`config.mk`:
```
export PLATFORM = sky130hd
export DESIGN_NAME = urv_pipe_ctrl
export DESIGN_NICKNAME = d
export VERILOG_FILES = /design/src/rtl/urv_pipe_pkg.sv /design/src/rtl/urv_sat_counter.sv /design/src/rtl/urv_pipe_ctrl.sv
export SDC_FILE = /design/constraint.sdc
export NUM_CORES = 1
export LEC_CHECK = 0
export BUFFER_PORTS_ARGS = -buffer_cell sky130_fd_sc_hd__buf_2
export CAP_MARGIN = 10
export CORE_ASPECT_RATIO = 0.75
export CORE_UTILIZATION = 55
export DETAILED_ROUTE_END_ITERATION = 7
export PLACE_DENSITY_LB_ADDON = 0.1
export SLEW_MARGIN = 20
export SYNTH_ARGS = -nofsm -noshare
export SYNTH_HDL_FRONTEND = slang
export SYNTH_SLANG_ARGS = --single-unit
export TNS_END_PERCENT = 20
```
`constraint.sdc`:
```
create_clock -name clk_i -period 2.64 [get_ports clk_i]
set_input_delay 0.528 -clock clk_i [delete_from_list [all_inputs] [get_ports clk_i]]
set_output_delay 0.528 -clock clk_i [all_outputs]
set_load 0.02 [all_outputs]
```
`src/rtl/urv_pipe_pkg.sv`:
```
// Shared types and helpers for the uRV pipeline stall/kill controller.
// Holds the FSM state encoding and a stage-range reduction-OR.
package urv_pipe_pkg;

  typedef enum logic [1:0] {
    ST_RUN    = 2'd0,
    ST_DRAIN  = 2'd1,
    ST_HALTED = 2'd2
  } pipe_state_t;

  // Widest pipeline the range helper accepts; narrower vectors are zero-extended.
  localparam int MAX_STAGES = 64;

  // OR of vec[hi:lo]; an empty range (lo > hi) yields 0.
  function automatic logic range_or(input logic [MAX_STAGES-1:0] vec,
                                    input int lo, input int hi);
    logic r;
    r = 1'b0;
    for (int k = 0; k < MAX_STAGES; k++) begin
      if (k >= lo && k <= hi) r = r | vec[k];
    end
    return r;
  endfunction

endpackage

```
`src/rtl/urv_sat_counter.sv`:
```
// Saturating up-counter with synchronous clear taking priority over increment.
module urv_sat_counter #(
  parameter int g_width = 32
) (
  input  logic               clk_i,
  input  logic               rst_i,
  input  logic               inc_i,
  input  logic               clr_i,
  output logic [g_width-1:0] cnt_o
);

  logic [g_width-1:0] cnt_reg;

  always_ff @(posedge clk_i or posedge rst_i) begin
    if (rst_i) begin
      cnt_reg <= '0;
    end else if (clr_i) begin
      cnt_reg <= '0;
    end else if (inc_i && (cnt_reg != {g_width{1'b1}})) begin
      cnt_reg <= cnt_reg + 1'b1;
    end
  end

  assign cnt_o = cnt_reg;

endmodule

```
`src/rtl/urv_pipe_ctrl.sv`:
```
// N-stage pipeline stall/kill controller: branch-shadow kill, trap redirect,
// debug halt/drain FSM with timeout and saturating performance counters.
module urv_pipe_ctrl
  import urv_pipe_pkg::*;
#(
  parameter int g_num_stages    = 4,
  parameter int g_branch_stage  = 2,
  parameter int g_drain_timeout = 64,
  parameter int g_cnt_width     = 32
) (
  input  logic                    clk_i,
  input  logic                    rst_i,
  input  logic [g_num_stages-1:0] stall_req_i,
  input  logic [g_num_stages-1:0] stage_valid_i,
  input  logic                    bra_i,
  input  logic                    trap_i,
  input  logic                    halt_req_i,
  input  logic                    resume_i,
  input  logic                    cnt_clr_i,
  output logic [g_num_stages-1:0] stall_o,
  output logic [g_num_stages-1:0] kill_o,
  output logic                    halted_o,
  output logic                    halt_timeout_o,
  output logic [g_cnt_width-1:0]  stall_cnt_o,
  output logic [g_cnt_width-1:0]  redir_cnt_o
);

  localparam int N  = g_num_stages;
  localparam int B  = g_branch_stage;
  localparam int DW = $clog2(g_drain_timeout) + 1;

  pipe_state_t   state_reg, state_next;
  logic [B-1:0]  sh_reg, sh_next;
  logic [DW-1:0] drain_cnt_reg;
  logic          halt_timeout_reg, halt_timeout_next;
  logic [N-1:0]  base_stall, base_kill;
  logic          redir;
  logic          unused_valid0;

  assign redir         = bra_i | trap_i;
  assign unused_valid0 = stage_valid_i[0];

  // Younger stages stall behind any older request; stages below B bubble instead of self-stalling.
  for (genvar gi = 0; gi < N; gi++) begin : g_stall
    if (gi >= B) begin : g_self
      assign base_stall[gi] = range_or(MAX_STAGES'(stall_req_i), gi + 1, N - 1) | stall_req_i[gi];
    end else begin : g_noself
      assign base_stall[gi] = range_or(MAX_STAGES'(stall_req_i), gi + 1, N - 1);
    end
  end

  // sh[k] marks a redirect that happened k+1 advances ago; it kills everything younger than it.
  for (genvar gi = 0; gi < N; gi++) begin : g_kill
    if (gi == 0) begin : g_fetch
      assign base_kill[gi] = redir;
    end else if (gi <= B) begin : g_shadow
      assign base_kill[gi] = redir | range_or(MAX_STAGES'(sh_reg), 0, gi - 1);
    end else begin : g_old
      assign base_kill[gi] = 1'b0;
    end
  end

  for (genvar gi = 0; gi < B; gi++) begin : g_sh
    if (gi == 0) begin : g_head
      assign sh_next[gi] = redir;
    end else begin : g_tail
      assign sh_next[gi] = sh_reg[gi-1];
    end
  end

  always_ff @(posedge clk_i or posedge rst_i) begin
    if (rst_i) begin
      state_reg        <= ST_RUN;
      sh_reg           <= '0;
      drain_cnt_reg    <= '0;
      halt_timeout_reg <= 1'b0;
    end else begin
      state_reg        <= state_next;
      halt_timeout_reg <= halt_timeout_next;
      if (!stall_o[B]) sh_reg <= sh_next;
      if (state_reg == ST_DRAIN) drain_cnt_reg <= drain_cnt_reg + 1'b1;
      else                       drain_cnt_reg <= '0;
    end
  end

  always_comb begin
    state_next        = state_reg;
    halt_timeout_next = halt_timeout_reg;
    case (state_reg)
      ST_RUN: begin
        if (halt_req_i && !redir) state_next = ST_DRAIN;
      end
      ST_DRAIN: begin
        if ((stage_valid_i[N-1:1] == '0) && (sh_reg == '0)) begin
          state_next        = ST_HALTED;
          halt_timeout_next = 1'b0;
        end else if (drain_cnt_reg == DW'(g_drain_timeout - 1)) begin
          state_next        = ST_HALTED;
          halt_timeout_next = 1'b1;
        end else if (!halt_req_i) begin
          state_next = ST_RUN;
        end
      end
      ST_HALTED: begin
        if (resume_i) state_next = ST_RUN;
      end
      default: state_next = ST_RUN;
    endcase
  end

  always_comb begin
    stall_o  = base_stall;
    kill_o   = base_kill;
    halted_o = 1'b0;
    case (state_reg)
      ST_DRAIN: begin
        stall_o[0] = 1'b1;
        kill_o[0]  = 1'b1;
      end
      ST_HALTED: begin
        stall_o  = '1;
        halted_o = 1'b1;
      end
      default: ;
    endcase
  end

  assign halt_timeout_o = halt_timeout_reg;

  urv_sat_counter #(.g_width(g_cnt_width)) u_stall_cnt (
    .clk_i (clk_i),
    .rst_i (rst_i),
    .inc_i ((state_reg == ST_RUN) && stall_o[0]),
    .clr_i (cnt_clr_i),
    .cnt_o (stall_cnt_o)
  );

  urv_sat_counter #(.g_width(g_cnt_width)) u_redir_cnt (
    .clk_i (clk_i),
    .rst_i (rst_i),
    .inc_i (redir && !stall_o[B]),
    .clr_i (cnt_clr_i),
    .cnt_o (redir_cnt_o)
  );

endmodule

```
==> metrics.txt, run 1 <==
run status completed; synthesized flop and latch total 76; Pre-antenna DRT Iters 5; post-synth top area share ~44%; Synth Instances just under 500; syn avg cell area approximately 9.0 um^2; Most used DFF post-synth dfrtp_1; CP max-delay cell or3_4; synth-to-layout area growth 18.0%; Post-Route WL ~11000 um; overall routing resource usage between 20% and 30%; global route total overflow 0; post-route cell area approximately 5100 um^2; syn nets 504; Post-synth EDFFs 0; initial antenna violation count 0; largest stage delay on the critical path 0.45 ns; Distinct cells, synth between 40 and 50; mean routed wirelength per cell approximately 16 um; die height approximately 79 um; Worst setup SP type register; Final Hold Viols 0; Post-synth top cells dfrtp_1 (76), a21oi_1 (52), or3_1 (33); Yosys top cell by area dfrtp_1; CORE AREA ~7500 um^2; CP Data Required Time 2.92 ns; Post-DP Area 4960 um^2; Worst-Margin Slew 0.632 ns; Max Clk Rate 0.413 GHz; I/O Buffers 85; post-CTS sizing 0; Die Area 8260 um^2; CP Cell Sequence inv_1, ha_1, or3_1, or2_1, or3_4, or4_1, a21oi_1; # nets final around 590; Seq/Total Area, Yosys between 40 and 50%; Final Skew roughly 0.0063 ns; vias in the first global route approximately 3800; clock root buffer clkbuf_8; fin. max-slew vios 0; first-pass GRT wire length approximately 19000 um; Initial Utilization just under 60%; Worst R2R Path Depth 7; Iter 0 DRT Violations about 360; period utilization 91.8%; clk buf depth 2; total CTS buffers 9; most common cell in the synthesized netlist dfrtp_1; Max Cap Viol 0; Slew headroom between 50 and 60%; Clock Latency Late Sink roughly 0.35 ns; # hold bufs at CTS 0; Post-CTS Setup Repair Bufs 0; vias post-DR 4223; setup violators final 0; post-route ant nets 0; largest net degree at the start of global routing 76; HPWL after detailed placement roughly 7800 um; min Tclk post-route around 2.4 ns; Ports 89; Via density just over 6; sequential share of power between 40% and 50%; Clock Power Share approximately 31%; # fillers 630; share of post-route cells with drive strength above 1 between 20% and 30%; setup TNS 0 ns; Min-Delay Path Class input pin to async pin; Worst-path clk slew approximately 0.080 ns; num rows 27; switching part of the total between 30% and 40%; CTS tree built; Psw a little under 800 uW; largest cells by area after synthesis dfrtp_1 (44%), a21oi_1 (6.0%), or4_1 (5.0%), or3_1 (4.8%), o31ai_1 (4.0%); RSZ-0062 raised after global routing no; internal power 1.75 mW; DR DRC count 0; Peak VDD IR 329 uV; ant diodes 0; Comb pwr share between 10% and 20%; Critical Path AT between 2 and 3 ns; CP endpoint kind register; CTS H-Tree Depth 3; critical path class register to register; Final GP Congestion 0.838; synthesized cell area between 4000 and 5000 um^2; ys async rst share 100%; PD cells between 400 and 500 nW/um^2; YS warnings 0; Worst Path Max Fanout 6; leakage power around 2.2 nW; Clock Sinks between 70 and 80; Chip Width approximately 100 um
[path summary, 6_finish.rpt]
kind / start / slack (ns) / to
setup / recovery: state_reg[0] / 0.22 / u_redir_cnt.cnt_o[10]
hold / removal: rst_i / 0.25 / u_stall_cnt.cnt_o[31]
setup reg to reg: state_reg[0] / 0.22 / u_redir_cnt.cnt_o[10]
hold reg to reg: drain_cnt_reg[0] / 0.47 / drain_cnt_reg[0]
max in group asynchronous: rst_i / 1.75 / drain_cnt_reg[0]
min in group clk_i: drain_cnt_reg[0] / 0.47 / drain_cnt_reg[0]
[cell type report]
type,count,area (um^2),area share (%)
clock inverters,2,10.0,0.195
repair buffers,106,618,12.1
inverters,12,45.0,0.879
well taps,101,126,2.47
multi-input cells,366,2270,44.3
clock buffers,14,153,2.98
flip-flops and latches,76,1900,37.1
[per-layer routing]
layer | GRT usage, % | share of wire [%]
met2 | 43.8 | 45
met4 | 5.49 | 0.56
met3 | 8.13 | 8.1
met1 | 40.4 | 47
met5 | 0 | 0
[layout by cell type (no fill, tap or decap), drive strengths merged]
master,synthesis,routed
buf,8,106
dfrtp,76,76
a21oi,52,52
or3,34,34
nand3,30,30
o21ai,30,30
or4,30,30
nor2,29,29
nand4,25,25
nand2,24,24
o31ai,23,23
clkbuf,21,14
nor4,13,13
mux2,12,12
inv,12,12
nor2b,8,8
nor3,7,7
and2,6,6
ha,6,6
or2,6,6
and3,5,5
and4,4,4
xnor2,4,4
nand3b,2,2
o211ai,2,2
a21boi,2,2
xor2,2,2
a2111oi,2,2
clkinv,0,2
a22o,1,1
o21bai,1,1
o41ai,1,1
o31a,1,1
o21ba,1,1
a21o,1,1
o22ai,1,1
conb,1,1
[worst max-delay path, delay by kind of cell, from the launching register on]
kind / cells / cell delay (ns)
and+or+nand+nor: 4 / 1.52
DFF: 1 / 0.38
AOI/OAI and AO/OA: 1 / 0.16
buffers and inverters: 1 / 0.07
adders and majority gates: 1 / 0.23
[per-stage QoR]
stage	hold slack, ns	total power [mW]	worst slack, ns	cells	utilization (%)
2_1_floorplan	0.432	1.63	0.0756	483	-
3_3_place_gp	0.448	1.77	0.227	660	66.1
3_5_place_dp	0.459	1.78	0.203	660	66.1
4_1_cts	0.260	2.56	0.212	676	68.3
5_1_grt	0.283	2.66	0.0137	677	68.3
6_report	0.251	2.54	0.217	677	68.3
[power by group through the flow]
stage                     Clock (mW)  Sequential (mW)  Combinational [mW]
after floorplan                    0             1.31               0.324
after global placement             0             1.28               0.483
after detailed placement           0             1.29               0.494
after CTS                      0.797             1.27               0.500
after global routing           0.833             1.28               0.552
final                          0.778             1.27               0.493
[kinds of logic after synthesis]
| logic type | after synthesis | synth area share (%) |
|---|---|---|
| simple gates | 223 | 30.1 |
| fa+ha+maj | 6 | 1.73 |
| compound gates | 118 | 15.8 |
| mux | 12 | 3.11 |
| buf+inv | 41 | 4.09 |
| flops | 76 | 43.8 |
| other cells | 1 | 0.0863 |
| xor+xnor | 6 | 1.21 |
Note: power is estimated with default switching activity, not from simulation.
==> run 2: changes to the inputs <==
--- a/config.mk
+++ b/config.mk
@@ -14,5 +14,6 @@
 export SLEW_MARGIN = 20
 export SYNTH_ARGS = -nofsm -noshare
 export SYNTH_HDL_FRONTEND = slang
+export SYNTH_HIERARCHICAL = 1
 export SYNTH_SLANG_ARGS = --single-unit
 export TNS_END_PERCENT = 20
==> run 2 against run 1 <==
Compared with the run above:
- first-iteration DRC count fell by 53%
- via count fell by 5.8%
- sequential share of layout area about the same
- design area barely moved
- flip-flop and latch count is the same
- maximum frequency fell by 4.3%
- combinational power is essentially flat
- final cell count is 4.7% lower
- non-clock buffer count down 1
- critical endpoint is now u_redir_cnt/cnt_o[27]
- largest power group unchanged
==> metrics.txt, run 2 <==
post-synth top area share 45.5%; Worst-Margin Slew slightly above 0.8 ns; critical path class register to register; worst r2r dst u_redir_cnt/cnt_o[27]; CORE AREA 7360 um^2; Clock Power Share between 30% and 40%; commonest cells after routing, fill and taps aside buf_2 (85), dfrtp_1 (76), a21oi_1 (56); CP endpoint kind register; largest net degree at the start of global routing 33; syn avg cell area about 9.5 um^2; Max Clk Rate 0.395 GHz; ant diodes 0; num rows 27; Design Power around 2.9 mW; fin. max-slew vios 0; CP max-delay cell or4_1; Peak VDD IR around 400 uV; Post-synth EDFFs 0; Worst setup SP type register; Final Util 69.7%; leakage power roughly 2.2 nW; Final Hold Viols 0; CTS H-Tree Depth 3; Final GP Congestion between 0.8 and 0.9; total CTS buffers 9; setup violators final 0; Post-synth top cells dfrtp_1 (76), a21oi_1 (56), o31ai_1 (30); largest stage delay on the critical path between 0.5 and 0.6 ns; syn nets roughly 460; synthesized flop and latch total 76; vias in the first global route 3525; Synth Instances approximately 440; hold slack final approximately 0.19 ns; vias post-DR roughly 4000; Post-Route WL ~10000 um; mean routed wirelength per cell approximately 16 um; Ports 89; synth-to-layout area growth 22.7%; Worst R2R Path Depth 11; period utilization a little over nine tenths; global route total overflow 0; largest cells by area after synthesis dfrtp_1 (45%), a21oi_1 (6.7%), o31ai_1 (5.4%), or4_1 (5.2%), or3_1 (3.9%); # nets final 560; Clock Sinks 76; most common cell in the synthesized netlist dfrtp_1; Psw a little under 800 uW; Pre-antenna DRT Iters 7; Min-Delay Path Class input pin to async pin; min Tclk post-route 2.53 ns; reg2reg setup slack around 0.11 ns; YS warnings 6; overall routing resource usage about a quarter; Distinct cells, synth between 40 and 50; Seq/Total Area, Yosys between 40% and 50%; Die Area 7960 um^2; PD cells between 500 and 600 nW/um^2; Yosys top cell by area dfrtp_1; Critical Path AT 2.81 ns; Iter 0 DRT Violations between 150 and 200; setup TNS 0 ns; Slew headroom roughly 46%; post-route ant nets 0; CP Data Required Time slightly below 3 ns; RSZ-0062 raised after global routing yes; run status completed; clock root buffer clkbuf_8; Initial Utilization between 50% and 60%; clk buf depth 2; Worst Path Max Fanout 15; die height 77.5 um; synthesized cell area about 4200 um^2; sequential share of power approximately 44%; CP Launch Point state_reg[0]; first-pass GRT wire length approximately 17000 um; CP Cell Sequence inv_1, ha_1, nor3_4, inv_2, nor2_2, nand4_1, nor3_2, o311ai_1, buf_4, or4_1, a21oi_1; I/O Buffers 85; Via density 6.16; internal power around 2.1 mW; share of post-route cells with drive strength above 1 27.4%; most common cell after layout, fill and taps aside buf_2; Comb pwr share approximately 17%; Clock Latency Late Sink between 0.3 and 0.4 ns; Worst-path clk slew 0.09 ns; ys async rst share between 90% and 100%; Most used DFF post-synth dfrtp_1; HPWL after detailed placement 7120 um; Final Skew 0.0149 ns; Reg-to-Reg Start state_reg[0]; # fillers around 600; Max Cap Viol 0; Chip Width between 100 and 150 um; switching part of the total a little over a quarter; initial antenna violation count 0; CTS tree built; DR DRC count 0
## run 2: changes by cell type in the layout (fill, tap and decap cells not counted), sizes merged, moves of 5 or more
cell	before	now
mux2	12	2
or3	34	28
nor4	13	6
nor2	29	16
nand3	30	23
nor2b	8	3
o31ai	23	31
o21ai	30	24
a21oi	52	57
inv	12	20
nand4	25	14
## run 2: how the worst max path moves through the flow
| stage | to | slack (ns) | depth (start not counted) |
|---|---|---|---|
| finish | u_redir_cnt/cnt_o[27] | 0.11 | 11 |
| global route | u_redir_cnt/cnt_o[27] | -0.07 | 11 |
| CTS | u_stall_cnt/cnt_o[27] | 0.04 | 10 |
| detailed placement | u_stall_cnt/cnt_o[27] | 0.007 | 10 |
| global placement | u_stall_cnt/cnt_o[27] | 0.05 | 10 |
| floorplan | u_redir_cnt/cnt_o[19] | 0.05 | 11 |
## run 2: power by group through the flow
| stage | combinational (mW) | sequential, mW | clock, mW |
|---|---|---|---|
| final | 0.491 | 1.29 | 1.12 |
| after CTS | 0.475 | 1.29 | 1.14 |
| after floorplan | 0.292 | 1.32 | 0 |
| after detailed placement | 0.474 | 1.31 | 0 |
| after global placement | 0.458 | 1.30 | 0 |
| after global routing | 0.546 | 1.30 | 1.19 |
## run 2: critical path, delay by kind of cell (launching register included)
family                   cells  cell delay (ns)
buffers and inverters        3             0.37
AO/OA/AOI/OAI                2             0.27
adder cells (fa/ha/maj)      1             0.26
flip-flops                   1             0.39
AND/OR/NAND/NOR              5             1.17
## run 2: through the flow
step	cells	cell area [um^2]	setup slack, ns
floorplan	438	4190	0.0453
global placement	626	4810	0.0517
detailed placement	626	4810	0.00701
CTS	642	5070	0.0396
global route	645	5130	-0.0664
finish	645	5130	0.108
## run 2: repair_timing
action / in CTS / in global routing
setup endpoints to repair: 3 / 21
hold buffers: 0 / 0
pin swaps: 0 / 2
setup buffers: 0 / 3
gates resized for setup: 1 / 7
## run 2: kinds of logic (layout without fill, tap and decap cells)
logic type               count (synthesis)  after routing  share of synthesized area (%)
AND/OR/NAND/NOR                        175            175                           25.7
AO/OA/AOI/OAI                          131            131                           20.0
flip-flops                              76             76                           45.5
buffers and inverters                   35            141                           3.74
XOR/XNOR                                10             10                           2.10
adder cells (fa/ha/maj)                  6              6                           1.80
multiplexers                             4              4                           1.11
other                                    1              1                         0.0897
## run 2: final cells by class
type                       count  area [um^2]  share of cell area [%]
clock buffer                  12          155                    3.02
clock inverter                 4         95.1                    1.85
inverter                      20         75.1                    1.46
multi-input combinational    327         2180                    42.4
sequential                    76         1900                    37.1
tap                          101          126                    2.46
timing repair buffer         105          601                    11.7
## run 2: routing by layer
metal  global-route usage (%)  part of all wire (%)  wire length, um
met1                     39.8                    48             4970
met2                     38.4                    45             4580
met3                     7.12                   6.2              638
met4                     6.14                  0.57               58
met5                        0                     0                0
